===== config.mk =====
export PLATFORM = sky130hd
export DESIGN_NAME = sample_packer
export DESIGN_NICKNAME = d
export VERILOG_FILES = /design/src/rtl/la_pkg.sv /design/src/rtl/lowest_set_bit.sv /design/src/rtl/sample_packer.sv
export SDC_FILE = /design/constraint.sdc
export NUM_CORES = 1
export LEC_CHECK = 0
export ABC_AREA = 1
export CAP_MARGIN = 10
export CORE_MARGIN = 2
export CORE_UTILIZATION = 57
export CTS_CLUSTER_SIZE = 8
export DETAILED_ROUTE_END_ITERATION = 8
export PLACE_DENSITY = 0.87
export RECOVER_POWER = 100
export SYNTH_ARGS = -nofsm -noshare
export SYNTH_HDL_FRONTEND = slang
export SYNTH_SLANG_ARGS = --single-unit

===== constraint.sdc =====
create_clock -name clk -period 9.2 [get_ports clk]
set_input_delay 1.38 -clock clk [delete_from_list [all_inputs] [get_ports clk]]
set_output_delay 1.38 -clock clk [all_outputs]
set_load 0.01 [all_outputs]

===== src/rtl/la_pkg.sv =====
// Shared constants and types for the logic-analyser sample path.
// Latency: n/a (declarations only).
// Backpressure: n/a.
package la_pkg;
    localparam int NUM_CHANNELS = 16;
    localparam int WORD_W       = 16;
    localparam int CHAN_IDX_W   = $clog2(NUM_CHANNELS);

    typedef enum logic {
        IDLE = 1'b0,
        EMIT = 1'b1
    } state_t;
endpackage


===== src/rtl/lowest_set_bit.sv =====
// Priority encoder: index of the lowest set bit of vec, plus a valid flag.
// Latency: combinational.
// Backpressure: none.
module lowest_set_bit #(
    parameter int N     = 16,
    parameter int IDX_W = $clog2(N)
) (
    input  logic [N-1:0]     vec,
    output logic [IDX_W-1:0] idx,
    output logic             valid
);
    always_comb begin
        idx   = '0;
        valid = |vec;
        // Walk downwards so the lowest set bit is the last one written.
        for (int i = N - 1; i >= 0; i--) begin
            if (vec[i]) idx = IDX_W'(i);
        end
    end
endmodule


===== src/rtl/sample_packer.sv =====
// Captures a batch of channel words and serialises them lowest channel first.
// Latency: first word registered one edge after capture, then one word per clock.
// Backpressure: none; a batch arriving with >=2 words still pending is dropped and flagged.
module sample_packer #(
    parameter int NUM_CHANNELS = la_pkg::NUM_CHANNELS,
    parameter int WORD_W       = la_pkg::WORD_W
) (
    input  logic                             clk,
    input  logic                             rst,
    input  logic                             acq_enable,
    input  logic [NUM_CHANNELS-1:0]          channel_enable,
    input  logic [NUM_CHANNELS*WORD_W-1:0]   chan_data,
    input  logic [NUM_CHANNELS-1:0]          chan_ready,
    output logic [WORD_W-1:0]                sample_data,
    output logic                             sample_data_avail,
    output logic [$clog2(NUM_CHANNELS)-1:0]  sample_chan,
    output logic                             overrun
);
    import la_pkg::*;

    localparam int IDX_W = $clog2(NUM_CHANNELS);

    state_t                  state, state_nxt;
    logic [NUM_CHANNELS-1:0] pending, pending_nxt, pending_rest, cap;
    logic [WORD_W-1:0]       hold [NUM_CHANNELS];
    logic [IDX_W-1:0]        lsb_idx;
    logic                    lsb_vld;
    logic                    load, emit, ovr_set;

    lowest_set_bit #(.N(NUM_CHANNELS), .IDX_W(IDX_W)) u_lsb (
        .vec   (pending),
        .idx   (lsb_idx),
        .valid (lsb_vld)
    );

    assign cap          = acq_enable ? (chan_ready & channel_enable) : '0;
    assign pending_rest = pending & (pending - NUM_CHANNELS'(1));

    always_comb begin
        state_nxt   = state;
        pending_nxt = pending;
        load        = 1'b0;
        emit        = 1'b0;
        ovr_set     = 1'b0;
        case (state)
            IDLE: begin
                if (cap != '0) begin
                    load        = 1'b1;
                    pending_nxt = cap;
                    state_nxt   = EMIT;
                end
            end
            EMIT: begin
                emit        = lsb_vld;
                pending_nxt = pending_rest;
                // A new batch is only accepted on the cycle the last word leaves.
                if (cap != '0) begin
                    if (pending_rest == '0) begin
                        load        = 1'b1;
                        pending_nxt = cap;
                    end else begin
                        ovr_set = 1'b1;
                    end
                end
                if (pending_nxt == '0) state_nxt = IDLE;
            end
            default: state_nxt = IDLE;
        endcase
    end

    always_ff @(posedge clk) begin
        if (rst) begin
            state             <= IDLE;
            pending           <= '0;
            sample_data       <= '0;
            sample_chan       <= '0;
            sample_data_avail <= 1'b0;
            overrun           <= 1'b0;
            for (int i = 0; i < NUM_CHANNELS; i++) hold[i] <= '0;
        end else begin
            state             <= state_nxt;
            pending           <= pending_nxt;
            sample_data_avail <= emit;
            if (emit) begin
                sample_data <= hold[lsb_idx];
                sample_chan <= lsb_idx;
            end
            if (load) begin
                for (int i = 0; i < NUM_CHANNELS; i++) begin
                    if (cap[i]) hold[i] <= chan_data[i*WORD_W +: WORD_W];
                end
            end
            if (!acq_enable)  overrun <= 1'b0;
            else if (ovr_set) overrun <= 1'b1;
        end
    end
endmodule


==> flow_summary.ini <==
[finish]
diodes = 0
final_area_um2 = 20100
area_growth_pct = 27.1
regArea_um2 = 8470
layout_commonest_cell = inv_1
layout-drive-gt1-share_pct = 6.16
finalNonFillerCells = 2548
nets = 2435
final_cell_mix = inv_1, clkdlybuf4s50_1, nand2_1
multi_input_area_um2 = 5000
fill_cells = 1885

[timing]
grt_setup_unrepaired = false
setup-tns-final_ps = 0
slew_headroom_pct = -101
min_period_over_period_pct = 71.5
worst_slew_pin_slew_ps = 2990
clock-skew-final_ps = 11.0
fin_hold_ws_ps = 492
setup_violations = 0
fin_ws_ps = 2620
period_needed_ps = 6580
hold_viol = 0
finalMaxSlewViolations = 279
fmax_mhz = 152

[critical_path]
critPathLaunchType = primary input
max_stage_delay_ps = 2000
regToRegStartpoint = pending[13]$_SDFFE_PP0P_
cpMaxStageDelayCell = clkbuf_1
worstPathMaxFanout = 62
end_kind = register
cp.arrival_ps = 6640
critPathBufInv = 2
crit_chain = clkbuf_1 -> inv_1 -> o21ai_0
worstPathRequired_ps = 9260
critPathKind = in -> reg
startpoint = rst
critical-path-top-delay-family = buffers and inverters

[place]
dp_cells = 2472
dp_hpwl_mm = 32.7
port_buffers = 312
placed_cell_area_um2 = 19100
place_congestion = 0.924
place_ws_ps = 3680

[run]
maxCapViolCount = 9

[floorplanning]
coreArea_um2 = 27100
io_pins = 313
die_w_um = 171
rows = 60
die_y_um = 171
dieArea_um2 = 29100
initial_core_util_pct = 58.3

[synth]
synth_top_area_share_pct = 48.6
synthAdderAreaFrac_pct = 0
yosys.cell_types.count = 36
synth-xor-area-share_pct = 0
ys_top_cells_by_area = edfxtp_1, inv_1, nand3_1
yosysTopAreaCell = edfxtp_1
synth_seq_cells = 295
synth_simple_gate_area_share_pct = 27.5
synth_top_family_by_area = simple AND/OR/NAND/NOR gates
syn_area_um2 = 15800
synth_compound_area_share_pct = 4.73
ys_warn_count = 0
syn-num-nets = 2159
syn-instance-count = 1868
ys_seq_area_share_pct = 53.6
syn_avg_cell_area_um2 = 8.46
synthMuxAreaShare_pct = 0

[clock_network]
clkTransAtPathRegs_ps = 50
cts_hold_buf = 0
postCtsSetupBuffers = 0
clock_path_buffers = 3
cts_root_buffer = clkbuf_16
insertion_delay_ps = 520
clock-sinks = 295
cts_made_buffers = 42
cts_resized = 0
h-tree-depth = 2
cts_tree = yes

[global_route]
grt_pass1_wl_mm = 69.2
grt_pass1_vias = 13200
grt_max_degree = 95
grt.overflow.total = 0
antenna_found_initial = 0
grt_use_total_pct = 31.3

[route]
vias_per_cell = 5.31
drc_errors = 1
first_pass_iters = 8
wl_per_cell_um = 18.0
routed_wl_mm = 46.0
num_vias = 13500
ant_nets = 0
drt_iter0_drc = 1753

[power]
ir_worst_vdd_v = 0.000121
p_per_area_nw_per_um2 = 207
leakagePower_uw = 0.00926

[min_path]
holdCritPathClass = reg -> reg
worstHoldStart = pending[15]$_SDFFE_PP0P_

[outcome]
violations = DRC, capacitance limit, slew limit
outcome = finished, violations left
-- kinds of logic (layout without fill, tap and decap cells) --
| kind of cell | count (synthesis) | in the layout |
|---|---|---|
| buffers and inverters | 565 | 873 |
| and+or+nand+nor | 881 | 881 |
| AOI/OAI and AO/OA | 127 | 127 |
| DFF | 295 | 295 |
-- tightest hold or removal path, delay by kind of cell, from the launching register on --
kind | cells | cell delay [ps]
flip-flops | 1 | 320
AND/OR/NAND/NOR | 1 | 70
AO/OA/AOI/OAI | 1 | 50
-- cell type report --
type / instances / area share, %
clock buffer: 75 / 5.95
clock inverter: 1 / 0.0436
inverter: 470 / 8.78
multi-input combinational: 1008 / 24.9
sequential: 295 / 42.1
tap: 372 / 2.32
timing repair buffer: 327 / 15.9
-- layer usage --
layer	vias up	routed length [µm]	track usage, %
met4	0	2200	15.6
met5	-	0	0
met3	135	5140	5.94
met1	6145	16900	39.9
met2	905	21700	51.3
li1	6352	-	-
-- registers in the layout, indices dropped and copies added, names as in the netlist --
| name | count |
|---|---|
| hold | 256 |
| sample_data_avail | 1 |
| sample_data | 16 |
| overrun | 1 |
| state | 1 |
| pending | 16 |
| sample_chan | 4 |
-- stage by stage --
| step | util [%] | total power, µW |
|---|---|---|
| 3_5_place_dp | 70.4 | 2750 |
| 3_3_place_gp | 70.4 | 2720 |
| 4_1_cts | 74.9 | 4160 |
| 2_1_floorplan | - | 2320 |
| 5_1_grt | 74.2 | 4320 |
| 6_report | 74.2 | 4170 |
-- final timing paths --
kind	end	depth (start not counted)	slack, ps
worst max-delay path	hold[11][13]$_SDFFCE_PP0P_	3	2620
worst min-delay path	pending[15]$_SDFFE_PP0P_	2	490
worst max register to register	sample_data[13]$_SDFFE_PP0P_	23	3430
worst min register to register	pending[15]$_SDFFE_PP0P_	2	490
-- cells in the mapped netlist --
library cell	number
a21boi_1	1
a21oi_1	26
a31oi_1	10
buf_1	8
buf_12	1
buf_2	22
buf_4	1
buf_6	10
clkbuf_1	53
clkinv_1	2
dfxtp_1	39
edfxtp_1	256
inv_1	464
inv_2	4
nand2_1	288
nand2_2	1
nand2_4	1
nand3_1	229
nand3_4	10
nand3b_1	31
nand4_1	3
nor2_1	239
nor2_2	21
nor2_4	51
nor2_8	1
nor3_2	1
nor3_4	1
nor4_1	3
nor4_2	1
o211ai_1	27
o21a_1	8
o21ai_0	48
o21ai_1	2
o21bai_1	1
o22ai_1	2
o31ai_1	2
-- power breakdown --
part | switching (µW) | internal, µW
clock network | 552 | 870
registers | 53.8 | 1580
logic | 725 | 386
total | 1330 | 2840
Power figures use the tool's default switching activity.
